[src/rtl/seg_scan_ctrl_pkg.sv]
// Shared constants, converter state type and helpers for the countdown display.
package seg_scan_ctrl_pkg;

    // Nibble value that the decoder renders as an unlit digit
    localparam logic [3:0] BLANK_NIBBLE = 4'hF;
    // All cathodes off (active-low)
    localparam logic [6:0] SEG_OFF      = 7'b1111111;

    typedef enum logic [1:0] {
        IDLE,
        SHIFT,
        COMMIT
    } conv_state_t;

    // Largest value representable on n decimal digits: 10^n - 1
    function automatic int unsigned max_val(input int unsigned n);
        int unsigned r;
        r = 1;
        for (int unsigned i = 0; i < n; i++) begin
            r = r * 10;
        end
        return r - 1;
    endfunction

endpackage

[src/rtl/seg_scan_ctrl_bin2bcd.sv]
// Sequential double-dabble binary-to-BCD converter.
// Values above 10^NUM_DIGITS-1 saturate to all nines and raise over.
// done pulses for the single COMMIT cycle while bcd holds the final result.
module bin2bcd_seq
    import seg_scan_ctrl_pkg::*;
#(
    parameter int unsigned NUM_DIGITS = 2,
    parameter int unsigned VAL_W      = 7
) (
    input  logic                    clk,
    input  logic                    rst_n,
    input  logic                    load,
    input  logic [VAL_W-1:0]        value_bin,
    output logic                    busy,
    output logic                    done,
    output logic                    over,
    output logic [4*NUM_DIGITS-1:0] bcd
);

    localparam int unsigned BW = 4 * NUM_DIGITS;
    localparam int unsigned SW = BW + VAL_W;
    localparam int unsigned CW = $clog2(VAL_W + 1);
    localparam logic [VAL_W-1:0] MAXV = VAL_W'(max_val(NUM_DIGITS));

    conv_state_t     state, state_next;
    logic [SW-1:0]   sreg, sreg_adj;
    logic [CW-1:0]   cnt;
    logic [VAL_W-1:0] sat_val;

    // Converter state register
    always_ff @(posedge clk or negedge rst_n) begin
        if (!rst_n) state <= IDLE;
        else        state <= state_next;
    end

    // Next-state: capture on load, VAL_W shift iterations, one commit cycle
    always_comb begin
        state_next = state;
        case (state)
            IDLE:    if (load) state_next = SHIFT;
            SHIFT:   if (cnt == CW'(VAL_W - 1)) state_next = COMMIT;
            COMMIT:  state_next = IDLE;
            default: state_next = IDLE;
        endcase
    end

    // Status outputs decoded from state
    always_comb begin
        busy = (state != IDLE);
        done = (state == COMMIT);
    end

    // Saturate the captured value and apply the add-3 step to every BCD nibble
    always_comb begin
        sat_val  = (value_bin > MAXV) ? MAXV : value_bin;
        sreg_adj = sreg;
        for (int unsigned i = 0; i < NUM_DIGITS; i++) begin
            if (sreg[VAL_W+4*i +: 4] >= 4'd5) begin
                sreg_adj[VAL_W+4*i +: 4] = sreg[VAL_W+4*i +: 4] + 4'd3;
            end
        end
    end

    // Shift register, iteration counter and saturation flag
    always_ff @(posedge clk or negedge rst_n) begin
        if (!rst_n) begin
            sreg <= '0;
            cnt  <= '0;
            over <= 1'b0;
        end else begin
            case (state)
                IDLE: if (load) begin
                    sreg <= SW'(sat_val);
                    cnt  <= '0;
                    over <= (value_bin > MAXV);
                end
                SHIFT: begin
                    sreg <= sreg_adj << 1;
                    cnt  <= cnt + 1'b1;
                end
                default: ;
            endcase
        end
    end

    assign bcd = sreg[SW-1:VAL_W];

endmodule

[src/rtl/seven_segment.sv]
// Hex-digit to seven-segment decoder, active-low cathodes, bit order gfedcba.
// Only 0..9 are lit; every other code (including BLANK_NIBBLE) is dark.
module seven_segment
    import seg_scan_ctrl_pkg::*;
(
    input  logic [3:0] digit,
    output logic [6:0] seg
);

    // Pure lookup from digit code to cathode pattern
    always_comb begin
        seg = SEG_OFF;
        case (digit)
            4'd0: seg = 7'b1000000;
            4'd1: seg = 7'b1111001;
            4'd2: seg = 7'b0100100;
            4'd3: seg = 7'b0110000;
            4'd4: seg = 7'b0011001;
            4'd5: seg = 7'b0010010;
            4'd6: seg = 7'b0000010;
            4'd7: seg = 7'b1111000;
            4'd8: seg = 7'b0000000;
            4'd9: seg = 7'b0010000;
            default: seg = SEG_OFF;
        endcase
    end

endmodule

[src/rtl/seg_scan_ctrl.sv]
// Multiplexed common-anode countdown display: binary load -> BCD shadow ->
// scanned digits through one shared seven_segment decoder.
// Optional macro LEADING_ZERO_BLANK_EN: store leading zero digits (except
// digit 0) as blank so "07" is shown as " 7".
module seg_scan_ctrl
    import seg_scan_ctrl_pkg::*;
#(
    parameter  int unsigned NUM_DIGITS  = 2,
    parameter  int unsigned REFRESH_DIV = 50000,
    parameter  int unsigned DEAD_CYCLES = 4,
    localparam int unsigned VAL_W       = (NUM_DIGITS == 2) ? 7 : 10
) (
    input  logic                  clk,
    input  logic                  rst_n,
    input  logic                  load,
    input  logic [VAL_W-1:0]      value_bin,
    input  logic                  blank,
    output logic                  busy,
    output logic                  over,
    output logic [NUM_DIGITS-1:0] an_n,
    output logic [6:0]            seg
);

    localparam int unsigned BW = 4 * NUM_DIGITS;
    localparam int unsigned PW = $clog2(REFRESH_DIV);
    localparam int unsigned IW = (NUM_DIGITS > 1) ? $clog2(NUM_DIGITS) : 1;
`ifdef LEADING_ZERO_BLANK_EN
    localparam logic [BW-1:0] SHADOW_RST = {{(NUM_DIGITS-1){BLANK_NIBBLE}}, 4'h0};
`else
    localparam logic [BW-1:0] SHADOW_RST = '0;
`endif

    logic                  conv_done;
    logic [BW-1:0]         conv_bcd;
    logic [BW-1:0]         commit_val;
    logic [BW-1:0]         shadow;
    logic [PW-1:0]         presc;
    logic [IW-1:0]         idx;
    logic [NUM_DIGITS-1:0] an_next;
    logic [3:0]            dec_in;
    logic [6:0]            dec_seg;

    bin2bcd_seq #(
        .NUM_DIGITS (NUM_DIGITS),
        .VAL_W      (VAL_W)
    ) u_conv (
        .clk       (clk),
        .rst_n     (rst_n),
        .load      (load),
        .value_bin (value_bin),
        .busy      (busy),
        .done      (conv_done),
        .over      (over),
        .bcd       (conv_bcd)
    );

    // Value written to the shadow at commit (optionally with leading zeros blanked)
    always_comb begin
        commit_val = conv_bcd;
`ifdef LEADING_ZERO_BLANK_EN
        begin
            logic        lead;
            int unsigned i;
            lead = 1'b1;
            for (int unsigned k = 0; k + 1 < NUM_DIGITS; k++) begin
                i = NUM_DIGITS - 1 - k;
                if (lead && conv_bcd[4*i +: 4] == 4'd0) begin
                    commit_val[4*i +: 4] = BLANK_NIBBLE;
                end else begin
                    lead = 1'b0;
                end
            end
        end
`endif
    end

    // Display shadow: replaced whole in one cycle so no partial value is visible
    always_ff @(posedge clk or negedge rst_n) begin
        if (!rst_n)         shadow <= SHADOW_RST;
        else if (conv_done) shadow <= commit_val;
    end

    // Slot prescaler and digit index
    always_ff @(posedge clk or negedge rst_n) begin
        if (!rst_n) begin
            presc <= '0;
            idx   <= '0;
        end else if (presc == PW'(REFRESH_DIV - 1)) begin
            presc <= '0;
            idx   <= (idx == IW'(NUM_DIGITS - 1)) ? '0 : idx + 1'b1;
        end else begin
            presc <= presc + 1'b1;
        end
    end

    // Anode select and decoder input for the current slot position
    always_comb begin
        an_next = '1;
        dec_in  = BLANK_NIBBLE;
        if (!blank && presc >= PW'(DEAD_CYCLES)) begin
            for (int unsigned i = 0; i < NUM_DIGITS; i++) begin
                if (IW'(i) == idx) begin
                    an_next[i] = 1'b0;
                    dec_in     = shadow[4*i +: 4];
                end
            end
        end
    end

    seven_segment u_dec (
        .digit (dec_in),
        .seg   (dec_seg)
    );

    // Registered pin drivers
    always_ff @(posedge clk or negedge rst_n) begin
        if (!rst_n) begin
            an_n <= '1;
            seg  <= SEG_OFF;
        end else begin
            an_n <= an_next;
            seg  <= dec_seg;
        end
    end

endmodule

[config.mk]
export PLATFORM = sky130hd
export DESIGN_NAME = seg_scan_ctrl
export DESIGN_NICKNAME = d
export VERILOG_FILES = /design/src/rtl/seg_scan_ctrl_pkg.sv /design/src/rtl/seg_scan_ctrl_bin2bcd.sv /design/src/rtl/seven_segment.sv /design/src/rtl/seg_scan_ctrl.sv
export SDC_FILE = /design/constraint.sdc
export NUM_CORES = 1
export LEC_CHECK = 0
export ABC_AREA = 1
export CAP_MARGIN = 20
export CORE_UTILIZATION = 40
export DETAILED_ROUTE_END_ITERATION = 10
export GPL_ROUTABILITY_DRIVEN = 0
export GPL_TIMING_DRIVEN = 0
export MAX_ROUTING_LAYER = met4
export PLACE_DENSITY = 0.68
export REMOVE_ABC_BUFFERS = 1
export SETUP_SLACK_MARGIN = 0.15
export SYNTH_ARGS = -nofsm -noshare
export SYNTH_HDL_FRONTEND = slang
export SYNTH_HIERARCHICAL = 1
export SYNTH_SLANG_ARGS = --single-unit
[constraint.sdc]
create_clock -name clk -period 2.4 [get_ports clk]
set_clock_uncertainty 0.1 [all_clocks]
set_input_delay 0.48 -clock clk [delete_from_list [all_inputs] [get_ports clk]]
set_output_delay 0.48 -clock clk [all_outputs]
set_load 0.01 [all_outputs]
==> impl_results.md <==
- Status: finished, final reports clean
- Initial Util: 42.23%
- # DRC: 0
- Clock Path Buffers: 2
- Max transition margin: 50.87%
- F_max: 501.4 MHz
- Vias in the first global route: 2223
- Final worst path period share: 83.10%
- CTS tree: done
- Initial antenna violation count: 0
- Hold_ws: just under 0.4 ns
- Power per cell area: between 900 and 1000 nW/µm²
- Number of primary I/O pins: 22
- Via density per instance: 4.742
- Critical Path End Type: output port
- Type of the most critical hold path: reg2reg
- Cells after Synth: approximately 360
- Final antenna diode count: 0
- Layout cells sized above 1: 10.76%
- Synth Cell Area: roughly 2900 µm²
- Routed length per instance: around 11 µm
- Fillers: between 600 and 700
- Worst EP arrival: 1.41 ns
- Reg2reg setup slack: 0.44 ns
- Dominant synthesized flop cell: dfrtp_1
- Max-slew violation count: 0
- Total track usage: between 15 and 20%
- Max-cap viol count: 0
- CTS root buffer: clkbuf_8
- Synth warn: 6
- Most frequent cells in the layout: nand2_1, dfrtp_1, inv_1
- Synthesized area per cell: 8.102 µm²
- Number of synthesized flops with an enable pin: 0
- Die Y: between 80 and 90 µm
- Crit Path Max Fanout: 4
- Final-stage net count: 404
- Netlist cell types: 32
- Clk_lat worst skew: 0.31 ns
- Critical Path RT: 1.82 ns
- LEAKAGE: 0.001618 µW
- GRT Residual Overflow: 0
- Ys async rst share: 100.0%
- Most common cell after layout, fill and taps aside: nand2_1
- Die area: 7678 µm²
- Worst-margin pin slew: 0.7343 ns
- Core ar.: 6944 µm²
- CP Class: reg2out
- Post-Route WL: 5220 µm
- Largest net degree at the start of global routing: 41
- Global-route wire length before repair: 9508 µm
- Number of buffers added on ports: 21
- Post-Layout Inst Area: 3324 µm²
- Clock transition at the registers of the reported paths: around 0.090 ns
- Row count: 30
- # clock sinks: 55
- Initial DRC count: 94
- Max VDD drop: approximately 0.44 mV
- Min Tclk post-route: approximately 2.0 ns
- CTS Buf Count: 5
- Final setup margin: 0.4056 ns
- Detail Route Antenna Nets: 0
- Vias: 2262
- Final Hold Fails: 0
- Post-DP HPWL: 3861 µm
- Final setup violating endpoints: 0
- DR pass1 iterations: 4
- #FFs+latches synth: 55
- Post-Place Setup Slack: between 0.2 and 0.3 ns
- Placed Area: 3194 µm²
- Seq/Total Area, Yosys: 47.31%
- Area grow syn2layout: 13.35%
- Htree depth: 2
- Startpoint types: flop
- RSZ-0062 raised after global routing: false
- Chip Width: 87.63 µm
==> path summary, 6_finish.rpt <==
| path | start | to | cells after the start |
|---|---|---|---|
| setup / recovery | u_conv/state[0] | busy | 3 |
| hold / removal | u_conv/sreg[1] | u_conv/sreg[1] | 2 |
| setup reg to reg | presc[5] | seg[3] | 10 |
| hold reg to reg | u_conv/sreg[1] | u_conv/sreg[1] | 2 |
| max in group asynchronous | rst_n | u_conv/sreg[11] | 3 |
| min in group asynchronous | rst_n | presc[12] | 2 |
==> cells by family after synthesis <==
kind of cell / after synthesis / synth area share, %
AOI/OAI and AO/OA: 35 / 6.655
xor gates and xnor gates: 9 / 2.688
and+or+nand+nor: 187 / 27.39
DFF: 55 / 47.31
adders and majority gates: 13 / 5.546
muxes: 4 / 1.536
buffers and inverters: 59 / 8.873
==> state kept, by name, summed over array words and instances, names as in the netlist <==
name	flops
seg	7
presc	16
u_conv/cnt	3
an_n	2
idx	1
u_conv/state	2
u_conv/over	1
shadow	8
u_conv/sreg	15
==> layout make-up <==
class | instances | area, µm² | area share [%]
Clock buffer | 7 | 107.6 | 3.237
Clock inverter | 1 | 5.005 | 0.1505
Inverter | 47 | 176.4 | 5.307
Multi-Input combinational cell | 248 | 1292 | 38.88
Sequential cell | 55 | 1388 | 41.74
Tap cell | 96 | 120.1 | 3.613
Timing Repair Buffer | 23 | 235.2 | 7.076
==> synth_stat cells (2+ instances only) <==
master    count  area, µm²
dfstp_2       9      236.5
xor2_1        8      70.07
inv_2         4      15.01
dfrtp_1      46       1151
o22ai_1       3      18.77
nand3_1      30      150.1
nand2_2       3      18.77
o21ai_0      13      65.06
o21bai_1      2      15.01
nand4_1       5      31.28
nor2_4        3      33.78
mux2_2        4      45.04
o21ai_1       5      25.02
inv_1        42      157.7
nand2_1     102      382.9
o21ai_2       2      17.52
nor2_1       38      142.6
ha_1         13      162.7
a21oi_1       8      40.04
buf_4        10      75.07
==> stage by stage <==
| step | total power, µW | setup TNS (ns) | instances | util, % |
|---|---|---|---|---|
| 3_3_place_gp | 2438 | -42.45 | 467 | 45.78 |
| 6_report | 3066 | 0 | 477 | 47.87 |
| 2_1_floorplan | 2140 | 0 | 350 | - |
| 3_5_place_dp | 2490 | 0 | 468 | 46.00 |
| 5_1_grt | 3335 | 0 | 477 | 47.87 |
| 4_1_cts | 3091 | 0 | 477 | 47.77 |
==> layer usage <==
metal	track usage, %	vias up	part of all wire, %
met5	-	-	0
met4	5.961	0	1.4
met3	3.110	7	3.5
met2	28.20	43	48
met1	18.80	1049	47
li1	-	1163	-
==> what timing repair did <==
action                     in CTS  in global routing
resized for setup               0                  2
setup endpoints to repair       0                  2
hold endpoints to repair        6                  0
buffers inserted                0                  0
hold buffers                    1                  0
==> report_power, final <==
group / switching [µW] / internal, µW
Clock: 294 / 296
Combinational: 649 / 455
Sequential: 163 / 1210
Total: 1110 / 1960
==> worst max-delay path, stage by stage, from the launching register on <==
cell             delay [ns]
dfrtp_1                0.44
inv_2                  0.08
nand2_1                0.07
clkdlybuf4s50_1        0.53
Note: power is estimated with default switching activity, not from simulation.
==> variant 1: new RTL, config.mk and constraints unchanged <==
Encoding of `conv_state_t`: now one-hot (3 bits for 3 states).
--- a/src/rtl/seg_scan_ctrl_pkg.sv
+++ b/src/rtl/seg_scan_ctrl_pkg.sv
@@ -6,10 +6,10 @@
     // All cathodes off (active-low)
     localparam logic [6:0] SEG_OFF      = 7'b1111111;
 
-    typedef enum logic [1:0] {
-        IDLE,
-        SHIFT,
-        COMMIT
+    typedef enum logic [2:0] {
+        IDLE   = 3'b001,
+        SHIFT  = 3'b010,
+        COMMIT = 3'b100
     } conv_state_t;
 
     // Largest value representable on n decimal digits: 10^n - 1
Behaviour: same outputs for any inputs over 10 cycles, from zero or initial values and one cycle with rst_n low; not proved beyond that.
==> variant 1 against the original RTL <==
  * Sequential cell count up 1
  * Setup slack lost 0.10 ns
  * Critical path depth shrank 1
  * Sequential share of layout area down 0.51 points
  * Total power is 13% lower
  * Cell count up 1.5%
  * Clock power rose by 3%
  * Largest power group unchanged
  * Area after synthesis rose by 4.4%
  * Routed wire length increased by 1.4%
  * Final area increased by 3.2%
==> variant 1: results <==
group,metric,value,unit
power_and_ir_drop,switchingPower,891,uW
cells_and_area,clock_tree_area_fraction,0.0339,
critical_path,cpPeakStageDelay,0.59,ns
clock_tree,clk_pin_slew,0.11,ns
critical_path,crit_buf_inv,1,
grt,first_global_vias,2259,
synth,yosysSeqAreaShare,0.462,
power_and_ir_drop,power_density,777,nW/um2
cells_and_area,layout.cells.non_filler,484,
grt,track_usage,0.160,
timing,worst_slew_margin_rel,0.632,
cells_and_area,multi_input_area,1370,um2
grt,grt_pass1_wl,9740,um
floorplanning,die_area,8000,um2
detailed_routing,drt_first_iter_violations,81,
detailed_routing,dr_wl_met3,131,um
power_and_ir_drop,sequentialPower,1260,uW
grt,use_met2,0.284,
cells_and_area,drive_above_1_share,0.158,
power_and_ir_drop,powerClk,608,uW
clock_tree,clock-sinks,56,
cells_and_area,buffer_area_frac,0.0671,
worst_hold_path,holdCritPathClass,"primary input to asynchronous set/reset pin",
power_and_ir_drop,p_leak,0.00164,uW
status,outcome,"completed",
cells_and_area,utilization,0.468,
critical_path,cp.arrival,1.52,ns
critical_path,slowest_stage,"dfstp_2",
synth,synth_area_per_cell,8.32,um2
==> variant 1: cell count changes after synthesis, sizes merged <==
cell,change
nand4,-3
o21ai,+3
nand2,+1
nor3,+1
buf,+2
or2,+1
nor2,+2
o21bai,-1
dfstp,+1
a31oi,-1
==> variant 1: worst paths after layout <==
kind | startpoint | to | slack (ns) | depth (start not counted)
worst max-delay path | u_conv/state[0] | busy | 0.30 | 2
worst min-delay path | rst_n | presc[10] | 0.04 | 1
worst max register to register | presc[5] | seg[3] | 0.38 | 10
worst min register to register | presc[0] | presc[0] | 0.39 | 1
max in group asynchronous | rst_n | an_n[1] | 1.52 | 2
min in group clk | presc[0] | presc[0] | 0.39 | 1
==> variant 1: logic make-up after synthesis <==
| kind of cell | count (synthesis) | synth area share |
|---|---|---|
| flops | 56 | 0.462 |
| compound gates | 36 | 0.0691 |
| buf+inv | 61 | 0.0932 |
| xor+xnor | 9 | 0.0258 |
| simple gates | 189 | 0.282 |
| mux | 4 | 0.0147 |
| fa+ha+maj | 13 | 0.0531 |
==> variant 2: new RTL, same settings <==
Made on the original files. Add a define of `LEADING_ZERO_BLANK_EN`.
--- a/src/rtl/seg_scan_ctrl.sv
+++ b/src/rtl/seg_scan_ctrl.sv
@@ -2,6 +2,8 @@
 // scanned digits through one shared seven_segment decoder.
 // Optional macro LEADING_ZERO_BLANK_EN: store leading zero digits (except
 // digit 0) as blank so "07" is shown as " 7".
+`define LEADING_ZERO_BLANK_EN
+
 module seg_scan_ctrl
     import seg_scan_ctrl_pkg::*;
 #(
Check against the original RTL: no difference found for any inputs over 10 cycles, from zero or initial values and one cycle with rst_n low; that may be too few to reach the edited logic, so the function may still have changed.
==> variant 2 against the original RTL <==
  * Synthesized cell count is 5.2% higher
  * Routed wire length barely moved
  * Sequential share of layout area fell by 0.50 points
  * Area after synthesis is 2.4% higher
  * Maximum frequency is essentially flat
  * Sequential cell count unchanged
  * Count of clock-buffer cells in the layout is 2 lower
  * Setup slack worse by 0.0017 ns
  * Clock power fell by 13%
  * Total power down 0.39%
  * Cell count grew 4.8%
  * Final area is 1.6% higher
  * Critical path type unchanged
  * Largest power group unchanged
==> variant 2: results <==
group,metric,value,unit
synth,synthMuxAreaShare,0,
grt,track_usage,0.157,
critical_path,reg2reg_from,"presc[10]",
synth,yosys-top-cells-count,"107 x nand2_1, 49 x inv_1, 42 x dfrtp_1",
synth,synth_area_per_cell,7.88,um2
grt,use_met2,0.265,
cells_and_area,nFillCells,727,
clock_tree,clk_latency,0.30,ns
synth,yosysWarnings,6,
clock_tree,clk_path_buf_depth,2,
cells_and_area,inverters,55,
timing,worst_slew_margin_rel,0.441,
detailed_routing,wl_met1,2590,um
synth,synth_area_leaders,"dfrtp_1 35%, nand2_1 13%, dfstp_2 11%, inv_1 6.1%, ha_1 5.4%",
cells_and_area,buffers_excl_clock,24,
critical_path,critPathTopFamily,"buffers and inverters",
grt,met1_usage,0.192,
synth,synthAdderAreaFrac,0.0542,
cells_and_area,clock_tree_area_fraction,0.0256,
clock_tree,clk_pin_slew,0.10,ns
cells_and_area,layout.cells.non_filler,500,
detailed_routing,routed_wl,5220,um
clock_tree,ctsResizeCount,0,
synth,synth_compound_area_frac,0.0750,
power_and_ir_drop,seqPwrFrac,0.461,
power_and_ir_drop,switching_share,0.378,
status,outcome,"completed",
detailed_routing,drt_first_iter_violations,84,
cells_and_area,fin_nets,424,
grt,first_global_vias,2222,
power_and_ir_drop,pwr-share-comb,0.370,
cells_and_area,drive_above_1_share,0.112,
place,pre_cts_slack,0.261,ns
cells_and_area,seq_area,1390,um2
timing,fin_crit_sh,0.832,
place,dp_hpwl,3800,um
cells_and_area,nMultiInputCombCells,259,
place,dp.cells,490,
power_and_ir_drop,vdd_drop_max,375,uV
synth,ys_types,30,
critical_path,r2r-end,"seg[3]",
synth,yosysSeqAreaShare,0.464,
grt,grt_pass1_wl,9450,um
detailed_routing,wl_met2,2450,um
detailed_routing,dr_wl_met3,155,um
cells_and_area,seq_cell_count,55,
detailed_routing,drt_first_pass_iters,5,
cells_and_area,multi_input_area,1330,um2
cells_and_area,buffer_area_frac,0.0719,
cells_and_area,clockBufferCount,5,
power_and_ir_drop,power_density,904,nW/um2
power_and_ir_drop,p_leak,0.00169,uW
synth,synth_xor_area_frac,0.0204,
[variant 2: cell families after synthesis]
| family | after synthesis |
|---|---|
| AOI/OAI and AO/OA | 40 |
| DFF | 55 |
| xor gates and xnor gates | 7 |
| and+or+nand+nor | 199 |
| adders and majority gates | 13 |
| buffers and inverters | 67 |
[variant 2: per-stage QoR]
step / area (um2) / TNS, ns
after floorplan: 2920 / 0
after global placement: 3250 / -41.44
after detailed placement: 3270 / 0
after CTS: 3360 / 0
after global routing: 3380 / 0
final: 3380 / 0
[variant 2: how the worst min path moves through the flow]
stage | endpoint | cells past startpoint | slack [ns] | from
3_3_place_gp | u_conv/sreg[1] | 2 | 0.37 | u_conv/sreg[1]
6_report | presc[0] | 1 | 0.39 | presc[0]
3_5_place_dp | presc[10] | 1 | 0.31 | rst_n
5_1_grt | u_conv/sreg[1] | 2 | 0.41 | u_conv/sreg[1]
2_1_floorplan | idx | 0 | 0.08 | rst_n
4_1_cts | presc[0] | 1 | 0.39 | presc[0]
